--- config.mk ---
export PLATFORM = sky130hd
export DESIGN_NAME = seq_multiplier
export DESIGN_NICKNAME = d
export VERILOG_FILES = /design/src/rtl/mul_pkg.sv /design/src/rtl/mul_step.sv /design/src/rtl/seq_multiplier.sv
export SDC_FILE = /design/constraint.sdc
export NUM_CORES = 1
export LEC_CHECK = 0
export CAP_MARGIN = 25
export CORE_MARGIN = 5
export CORE_UTILIZATION = 54
export DETAILED_ROUTE_END_ITERATION = 12
export PLACE_DENSITY = 0.77
export SLEW_MARGIN = 15
export SYNTH_ARGS = -nofsm -noshare
export SYNTH_HDL_FRONTEND = slang
export SYNTH_HIERARCHICAL = 1
export SYNTH_SLANG_ARGS = --single-unit
--- constraint.sdc ---
create_clock -name clk -period 5.89 [get_ports clk]
set_clock_uncertainty 0.05 [all_clocks]
set_input_delay 0.8835 -clock clk [delete_from_list [all_inputs] [get_ports clk]]
set_output_delay 0.8835 -clock clk [all_outputs]
set_load 0.02 [all_outputs]
--- src/rtl/mul_pkg.sv ---
// Shared types and elaboration helpers for the iterative shift-add multiplier.
package mul_pkg;

    typedef enum logic [1:0] {
        IDLE = 2'd0,
        BUSY = 2'd1,
        DONE = 2'd2
    } mul_state_t;

    function automatic int mul_steps(input int len, input int step);
        return len / step;
    endfunction

    // Operand width must be even and at least 4; STEP must be 1, 2 or 4 and divide LEN.
    function automatic bit mul_cfg_legal(input int len, input int step);
        return (len >= 4) && (len % 2 == 0) &&
               (step == 1 || step == 2 || step == 4) && (len % step == 0);
    endfunction

endpackage

--- src/rtl/mul_step.sv ---
// Combinational datapath for one iteration: adds |A| * STEP-bit slice of B,
// shifted to the weight of the current step index, into the accumulator.
module mul_step
    import mul_pkg::*;
#(
    parameter int LEN  = 32,
    parameter int STEP = 1,
    parameter int CW   = 6
) (
    input  logic [2*LEN-1:0] acc_i,
    input  logic [LEN-1:0]   a_i,
    input  logic [STEP-1:0]  b_slice_i,
    input  logic [CW-1:0]    idx_i,
    output logic [2*LEN-1:0] acc_o
);

    logic [2*LEN-1:0] partial;
    logic [31:0]      shamt;

    always_comb begin
        partial = {{LEN{1'b0}}, a_i} * {{(2*LEN-STEP){1'b0}}, b_slice_i};
        shamt   = 32'(idx_i) * 32'(STEP);
        acc_o   = acc_i + (partial << shamt);
    end

endmodule

--- src/rtl/seq_multiplier.sv ---
// Iterative shift-add multiplier, STEP bits per cycle, signed/unsigned per operation.
// Define MUL_EARLY_EXIT_EN to stop as soon as the remaining multiplier bits are zero.
module seq_multiplier
    import mul_pkg::*;
#(
    parameter int LEN  = 32,
    parameter int STEP = 1
) (
    input  logic             clk,
    input  logic             rst,
    input  logic [LEN-1:0]   multiplicand,
    input  logic [LEN-1:0]   multiplier,
    input  logic             is_signed,
    input  logic             start,
    output logic             busy,
    output logic             finish,
    output logic [2*LEN-1:0] product
);

    localparam int N  = mul_steps(LEN, STEP);
    localparam int CW = $clog2(N + 1);

    if (!mul_cfg_legal(LEN, STEP)) begin : g_cfg_err
        $error("seq_multiplier: illegal LEN/STEP combination");
    end

    mul_state_t       state_q, state_d;
    logic [LEN-1:0]   a_q, a_d;
    logic [LEN-1:0]   b_rem_q, b_rem_d;
    logic [2*LEN-1:0] acc_q, acc_d;
    logic [2*LEN-1:0] product_q, product_d;
    logic [CW-1:0]    cnt_q, cnt_d;
    logic             sign_q, sign_d;
    logic             busy_q, busy_d;
    logic             finish_q, finish_d;

    logic [2*LEN-1:0] acc_step;
    logic [LEN-1:0]   b_rem_shifted;
    logic             accept;
    logic             last_step;

    mul_step #(
        .LEN  (LEN),
        .STEP (STEP),
        .CW   (CW)
    ) u_step (
        .acc_i     (acc_q),
        .a_i       (a_q),
        .b_slice_i (b_rem_q[STEP-1:0]),
        .idx_i     (cnt_q),
        .acc_o     (acc_step)
    );

    always_comb begin
        accept        = start && (state_q == IDLE || state_q == DONE);
        b_rem_shifted = b_rem_q >> STEP;
`ifdef MUL_EARLY_EXIT_EN
        last_step     = (cnt_q == CW'(N - 1)) || (b_rem_shifted == '0);
`else
        last_step     = (cnt_q == CW'(N - 1));
`endif

        state_d   = state_q;
        a_d       = a_q;
        b_rem_d   = b_rem_q;
        acc_d     = acc_q;
        cnt_d     = cnt_q;
        sign_d    = sign_q;
        product_d = product_q;

        case (state_q)
            IDLE, DONE: begin
                if (accept) begin
                    // Signed mode works on magnitudes; the most negative value maps to 2^(LEN-1).
                    a_d     = (is_signed && multiplicand[LEN-1]) ? -multiplicand : multiplicand;
                    b_rem_d = (is_signed && multiplier[LEN-1])   ? -multiplier   : multiplier;
                    sign_d  = is_signed && (multiplicand[LEN-1] ^ multiplier[LEN-1]);
                    acc_d   = '0;
                    cnt_d   = '0;
                    state_d = BUSY;
                end else begin
                    state_d = IDLE;
                end
            end
            BUSY: begin
                acc_d   = acc_step;
                b_rem_d = b_rem_shifted;
                cnt_d   = cnt_q + CW'(1);
                if (last_step) begin
                    state_d   = DONE;
                    product_d = sign_q ? -acc_step : acc_step;
                end
            end
            default: state_d = IDLE;
        endcase

        busy_d   = (state_d == BUSY);
        finish_d = (state_d == DONE);
    end

    always_ff @(posedge clk) begin
        if (rst) begin
            state_q   <= IDLE;
            a_q       <= '0;
            b_rem_q   <= '0;
            acc_q     <= '0;
            cnt_q     <= '0;
            sign_q    <= 1'b0;
            product_q <= '0;
            busy_q    <= 1'b0;
            finish_q  <= 1'b0;
        end else begin
            state_q   <= state_d;
            a_q       <= a_d;
            b_rem_q   <= b_rem_d;
            acc_q     <= acc_d;
            cnt_q     <= cnt_d;
            sign_q    <= sign_d;
            product_q <= product_d;
            busy_q    <= busy_d;
            finish_q  <= finish_d;
        end
    end

    assign busy    = busy_q;
    assign finish  = finish_q;
    assign product = product_q;

endmodule

## Yosys cells after proc, flatten, opt, wreduce, memory -nomap -nowiden

Index checks and enable logic that the tools add are counted.

| operators by class | value |
|---|---|
| $add $sub $neg | 5 |
| $mul | 1 |
| div/mod/pow operators | 0 |
| $lt $le $gt $ge | 0 |
| equality and inequality tests | 6 |
| shift operators | 1 |
| multiplexer cells | 12 |
| bitwise logic cells | 1 |
| reductions and logical operators | 11 |

Operators by type and width:

| kind | count |
|---|---|
| $mux W64 | 2 |
| $pmux W64 S2 | 1 |
| $mux W32 | 3 |
| $add A64 B64 Y64 | 1 |
| $neg A32 Y32 | 2 |
| $neg A64 Y64 | 1 |
| $pmux W32 S2 | 1 |
| $shl A33 B6 Y64 | 1 |
| $mul A32 B1 Y33 | 1 |
| $pmux W6 S2 | 1 |
| $add A6 B1 Y6 const B | 1 |
| $eq A6 B5 Y1 const B | 1 |
| $mux W6 | 1 |
| $reduce_and A2 Y1 | 3 |
| $eq A2 B1 Y1 const B | 2 |
| $eq A2 B2 Y1 const B | 2 |
| $logic_and A1 B1 Y1 | 4 |
| $pmux W2 S2 | 1 |
| $logic_not A2 Y1 | 1 |
| $mux W2 | 1 |
| $ne A2 B2 Y1 const B | 1 |
| $reduce_bool A2 Y1 | 1 |
| $reduce_or A2 Y1 | 1 |
| $logic_or A1 B1 Y1 | 1 |
| other kinds (2) | 2 |

| storage, ports and cells | value |
|---|---|
| bits in registers | 203 |
| latch bits | 0 |
| memory bits (writable) | 0 |
| ROM bits | 0 |
| bits of input ports | 68 |
| output and inout port bits | 66 |
| memories | 0 |

## Longest topological paths before layout

Gate-level depths: netlist of the first run.

| depth | value |
|---|---|
| depth in word-level cells | 6 |
| depth in mapped cells | 30 |
| depth with buffers taken out | 25 |

## Modules after synthesis

The synthesis of the first run kept the hierarchy.

Modules (own cells, without submodules):

| module | times used | cells an instance | area each (um2) |
|---|---|---|---|
| seq_multiplier | 1 | 1157 | 9824.4 |
| mul_step | 1 | 964 | 6284.8 |

## Least setup slack after synthesis of the first run

Ideal clock, no wire load.

| path | value |
|---|---|
| kind | register to register |
| start | register cnt_q[0] |
| end | register product_q[56], in the netlist product[56] |
| setup time | 0.086 ns |
| arrival | 6.335 ns |
| data required time | 5.754 ns |
| path slack | -0.581 ns |
| cell stages (with the launch flop) | 28 |
| period minus slack after synthesis | 6.471 ns |
| path through | dfxtp_1 > buf_4 > buf_2 > buf_2 > mux2_2 > o21ai_0 > o21a_1 > nor2_1 > a31oi_1 > o21ai_0 > and2_1 > ha_1 > clkbuf_2 > nand4_4 > or3_1 > a311oi_2 > nor2_2 > o21ba_4 > o311ai_4 > a21bo_4 > a21boi_2 > xnor2_1 > or4_1 > or2_2 > or3_1 > o31ai_1 > xor2_1 > a211oi_1 |

| on the way | value |
|---|---|
| cells in the longest elaborated chain, start to end | 4 |

RTL lines:

| what | RTL line | text |
|---|---|---|
| start: declaration | seq_multiplier.sv:32 | `logic [CW-1:0] cnt_q, cnt_d;` |
| start signal: assignment | seq_multiplier.sv:117 | `cnt_q <= cnt_d;` |
| $shl A33 B6 Y64 | mul_step.sv:23 | `acc_o = acc_i + (partial << shamt);` |
| $add A64 B64 Y64 | mul_step.sv:23 |  |
| via acc_step[49] | seq_multiplier.sv:37 | `logic [2*LEN-1:0] acc_step;` |
| $neg A64 Y64 | seq_multiplier.sv:91 | `product_d = sign_q ? -acc_step : acc_step;` |
| $mux W64 | seq_multiplier.sv:91 |  |
| end signal: assignment | seq_multiplier.sv:119 | `product_q <= product_d;` |
| end: declaration | seq_multiplier.sv:31 | `logic [2*LEN-1:0] product_q, product_d;` |

The timed path passes the listed nets, and every way through them passes these cells.
A chain may end at the register's enable or synchronous reset.

## Worst setup path after layout of the first run

| path | value |
|---|---|
| start | register cnt_q[0] |
| end | register product_q[57], in the netlist product[57] |

Same word-level chain as after synthesis.

==> results of run 1 <==
-- metrics by stage --
step	utilization [%]	instance area, um2	setup TNS, ns	total power (uW)	setup slack, ns
3_5_place_dp	66.4	19600	-6.46	2250	-0.524
6_report	73.8	21800	-0.870	3870	-0.202
3_3_place_gp	66.4	19600	-3.54	2230	-0.356
4_1_cts	71.0	21000	-0.0874	3760	-0.0296
2_1_floorplan	-	16200	0	1950	0.0000440
5_1_grt	73.8	21800	-3.62	4020	-0.325
-- sequential cells by signal (all words and copies together) (netlist names) --
register,count
a_q,32
acc_q,64
b_rem_q,32
busy,1
cnt_q,6
finish,1
product,64
sign_q,1
state_q,2
-- critical path, cell delays in order (launching register included) --
cell	delay, ns
dfxtp_4	0.42
buf_6	0.13
buf_6	0.10
mux4_2	0.54
nand3_2	0.11
o21ai_2	0.08
mux2i_1	0.21
nor2_1	0.09
a31oi_2	0.28
nor2_4	0.11
ha_4	0.31
a21o_1	0.14
o21bai_4	0.14
nand2b_4	0.15
a41oi_2	0.11
a211o_1	0.34
o41a_1	0.44
o21a_1	0.22
o21ai_2	0.13
xor2_1	0.11
or4_4	0.56
or2_4	0.27
or3_4	0.37
o41ai_4	0.23
xor2_1	0.21
a211oi_2	0.09
-- timing repair --
item                       in CTS  in global routing
setup buffers                  27                 21
setup endpoints to repair      25                 39
pin swaps                      35                 67
cloned                          1                  1
gates resized for setup        89                151
-- layer usage --
metal	routed length [um]	global-route usage, %	vias to the layer above
li1	-	-	8573
met1	23900	41.3	8264
met2	26200	52.8	668
met3	3990	4.74	126
met4	2000	10.4	0
met5	0	0	-
-- final timing paths --
check / start / endpoint / cells after the start
min: product[0] / product[0] / 2
max reg2reg: cnt_q[0] / product[57] / 25
min reg2reg: product[0] / product[0] / 2
max: cnt_q[0] / product[57] / 25
-- cell usage in the layout (no fill, tap or decap), types with 33 or more instances in the layout --
cell | netlist | routed
a22oi_1 | 98 | 97
buf_4 | 3 | 323
inv_1 | 35 | 35
a21o_1 | 33 | 33
a21oi_1 | 142 | 124
ha_1 | 68 | 57
xor2_1 | 95 | 93
o22ai_1 | 47 | 44
nand2_1 | 159 | 154
nand3_1 | 51 | 47
a211oi_1 | 80 | 76
clkdlybuf4s50_1 | 0 | 132
nor2_1 | 277 | 260
xnor2_1 | 65 | 62
o21ai_0 | 131 | 86
dfxtp_1 | 203 | 201
-- logic make-up (layout without fill, tap and decap cells) --
group	Yosys count	count (layout)	synth area share (%)
AOI/OAI and AO/OA	705	705	29.3
and+or+nand+nor	718	719	21.3
muxes	69	69	5.27
DFF	203	203	25.2
other	0	2	0
xor gates and xnor gates	160	160	8.70
buffers and inverters	197	557	4.85
adders and majority gates	69	69	5.41
-- power by group --
part           switching, uW  leakage, uW  total, uW  internal [uW]
registers               39.2      0.00165       1460           1420
logic                    518      0.00671        933            415
clock network            608     0.000378       1480            874
total                   1170      0.00874       3870           2700
-- layout make-up --
type,instances,share of cell area [%]
antenna,2,0.0229
clock buffer,32,3.02
clock inverter,10,0.551
inverter,38,0.671
multi-input combinational,1722,56.1
sequential,203,18.7
tap,390,2.24
timing repair buffer,477,18.7
==> results.toml, run 1 <==
[synth]
yosys.area.top_type_share_pct = 25.2
synth.area.top_cells = "dfxtp_1 (25%), nor2_1 (6.5%), ha_1 (5.3%)"
syn_area_um2 = 16100
synth_area_leader_cell = "dfxtp_1"
async_flop_share_pct = 0
yosys_warnings = 6
synth-edff-count = 0
syn_area_per_cell_um2 = 7.60
yosysUniqueCellTypes = 85
ys_top_cells_by_count = "nor2_1 (277), dfxtp_1 (203), nand2_1 (159), a21oi_1 (142), o21ai_0 (131)"
synthFlopType = "dfxtp_1"
yosys_register_bits = 203
syn-num-nets = 2258
yosysSeqAreaShare_pct = 25.2
yosys.cell_count.top_type = "nor2_1"
syn_inst = 2121

[clock_network]
cts_hold_buf = 0
htree_levels = 1
clkTransAtPathRegs_ns = 0.06
cts.sinks = 203
cts_root_buf = "clkbuf_16"
cts_tree = "built"
insertion_delay_ns = 0.54
clockBufferDepth = 3
numCtsBuffers = 23

[global_route]
grt_antenna_before_repair = 1
grt_pass1_wl_um = 86700
grt_pass1_vias = 16400
grt.overflow.total = 0
track_usage_pct = 31.3
grt_max_degree = 130

[setup_path]
required_ns = 6.22
critical_path.max_fanout = 7
critPathArrivalTime_ns = 6.42
rrSetupSlack_ns = -0.20
critical_path_class = "reg2reg"
critPathLaunchType = "register"
end_kind = "register"

[timing]
setup_viol = 13
hold_viol_final = 0
rsz0062_at_grt = "true"
timing.final.max_slew_violations = 0
max_slew_margin_pct = 29.6
fmax_mhz = 164
period_share_pct = 103
tightest_slew_ns = 1.06
postLayoutSetupSlackWorst_ns = -0.202
hold_ws_ns = 0.415
period_needed_ns = 6.09

[floorplanning]
die_w_um = 183
pin_count = 134
std_cell_rows = 63
core-area_um2 = 29600
die_area_um2 = 33400
initial_core_util_pct = 54.5
die_height_um = 183

[placement]
portBuffers = 133
hpwl_um = 41500
gp_congestion = 0.974
placed_cells = 2781

[detailed_routing]
antenna_left = 0
via_per_inst = 6.13
dr.pass1.iters = 5
route.detailed.drc = 0
dr.first_iter.drc_count = 1382
wl_per_cell_um = 19.5
drt-total-wl_um = 56100
vias = 17600

[layout]
area_delta_synth_final_pct = 35.4
drive_gt1_share_pct = 24.3
register_area_um2 = 4070
finalNetCount = 2602
multi_input_area_um2 = 12200
finalNonFillerCells = 2874
n_fill_cell = 2297

[power]
p_leak_uw = 0.00874
power_density_nw_per_um2 = 177
peakVddDrop_mv = 0.165

[min_path]
hp-class = "reg2reg"

[status]
violations = "negative setup slack"
status = "finished, violations left"

[run]
cap_violations = 0
Power figures use the tool's default switching activity.
==> run 2, diff against run 1 <==
--- a/config.mk
+++ b/config.mk
@@ -6,7 +6,7 @@
 export NUM_CORES = 1
 export LEC_CHECK = 0
 export CAP_MARGIN = 25
-export CORE_MARGIN = 5
+export CORE_MARGIN = 1
 export CORE_UTILIZATION = 54
 export DETAILED_ROUTE_END_ITERATION = 12
 export PLACE_DENSITY = 0.77
==> results.toml, run 2 (synthesized netlist as in run 1, its figures left out) <==
[clock_network]
cts_root_buf = "clkbuf_16"
cts_tree = "built"
cts.sinks = 203
clockBufferDepth = 3
clkTransAtPathRegs_ns = 0.06
cts_hold_buf = 0
htree_levels = 1
numCtsBuffers = 22
insertion_delay_ns = 0.53

[floorplanning]
die_w_um = 175
std_cell_rows = 62
pin_count = 134
core-area_um2 = 29000
die_height_um = 175
initial_core_util_pct = 55.5
die_area_um2 = 30500

[status]
status = "finished, violations left"
violations = "negative setup slack"

[timing]
period_needed_ns = 6.10
rsz0062_at_grt = "true"
max_slew_margin_pct = 24.6
tightest_slew_ns = 1.13
fmax_mhz = 164
period_share_pct = 104
hold_viol_final = 0
postLayoutSetupSlackWorst_ns = -0.210
timing.final.max_slew_violations = 0
setup_viol = 8

[layout]
n_fill_cell = 2138
finalNetCount = 2624
mostFrequentLayoutCells = "buf_4 (346), nor2_1 (263), dfxtp_1 (201), nand2_1 (152), clkdlybuf4s50_1 (132)"
final_common_cell = "buf_4"
fin_area_um2 = 22200
finalNonFillerCells = 2887
antenna_cells = 0
area_delta_synth_final_pct = 37.6
drive_gt1_share_pct = 26.2

[global_route]
grt_max_degree = 101
grt_antenna_before_repair = 0
grt_pass1_wl_um = 88800
grt_pass1_vias = 16800
track_usage_pct = 35.9
grt.overflow.total = 0

[placement]
portBuffers = 133
gp_congestion = 0.985
hpwl_um = 42300
placed_cell_area_um2 = 19800
placed_cells = 2797

[min_path]
hp-class = "reg2reg"

[setup_path]
max_stage_delay_ns = 0.54
critPathArrivalTime_ns = 6.48
cp_slowest_cell = "or4_4"
critPathLaunchType = "register"
critical_path.max_fanout = 8
critical_path_class = "reg2reg"
required_ns = 6.27
end_kind = "register"

[detailed_routing]
wl_per_cell_um = 20.1
dr.first_iter.drc_count = 1697
dr.pass1.iters = 7
drt-total-wl_um = 58100
vias = 18200
route.detailed.drc = 0
via_per_inst = 6.29
antenna_left = 0

[run]
cap_violations = 0

[power]
peakVddDrop_mv = 0.195
power_density_nw_per_um2 = 175
p_leak_uw = 0.00890
-- run 2: cell count changes in the layout (fill, tap and decap cells not counted), moves of 4 or more --
cell / delta
o22ai_1: -5
o22ai_2: +5
clkinv_2: +4
o21ai_0: -9
a21oi_1: -7
a21oi_2: +5
mux2i_1: -6
mux2i_2: +4
nor2_2: -4
o21ai_1: +5
buf_4: +23
-- run 2: layer usage --
metal / vias up / global-route usage [%] / share of wire, %
li1: 8616 / - / -
met1: 8627 / 47.7 / 43
met2: 786 / 60.4 / 47
met3: 136 / 4.13 / 7.0
met4: 0 / 11.3 / 3.4
met5: - / 0 / 0
-- run 2: path summary, 6_finish.rpt --
| path | start | to | slack (ns) | cells after the start |
|---|---|---|---|---|
| setup / recovery | cnt_q[0] | product[57] | -0.21 | 26 |
| hold / removal | product[0] | product[0] | 0.42 | 2 |
| setup reg to reg | cnt_q[0] | product[57] | -0.21 | 26 |
| hold reg to reg | product[0] | product[0] | 0.42 | 2 |
-- run 2: timing repair --
item	4_1_cts	5_1_grt
pin swaps	22	62
gates cloned	2	0
gates resized for setup	76	211
setup buffers	22	27
setup endpoints to repair	22	40
-- run 2: final cells by class --
type	count	area [um2]	area share, %
multi-input combinational	1721	12400	56.0
timing repair buffer	501	4310	19.4
sequential	203	4070	18.4
clock buffer	31	646	2.91
tap	384	480	2.17
inverter	38	143	0.643
clock inverter	9	98.8	0.446
-- run 2: critical path, delay by kind of cell, from the launching register on --
kind	cells	cell delay, ns
compound gates	8	1.26
buf+inv	4	0.54
simple gates	9	2.49
flops	1	0.43
fa+ha+maj	1	0.38
mux	2	0.64
xor+xnor	2	0.21
-- run 2: per-stage QoR --
| stage | hold slack, ns | utilization [%] | setup slack [ns] | setup TNS (ns) | total power (uW) |
|---|---|---|---|---|---|
| 4_1_cts | 0.414 | 72.8 | -0.0628 | -0.155 | 3750 |
| 3_3_place_gp | 0.390 | 68.2 | -0.313 | -2.72 | 2240 |
| 2_1_floorplan | 0.406 | - | 0.0000440 | 0 | 1950 |
| 3_5_place_dp | 0.403 | 68.3 | -0.478 | -4.58 | 2260 |
| 5_1_grt | 0.450 | 76.4 | -0.357 | -3.31 | 4000 |
| 6_report | 0.416 | 76.4 | -0.210 | -0.669 | 3870 |
-- run 2: power breakdown --
group	switching (uW)	internal, uW
registers	41.8	1420
logic	527	440
clock network	595	851
total	1160	2710
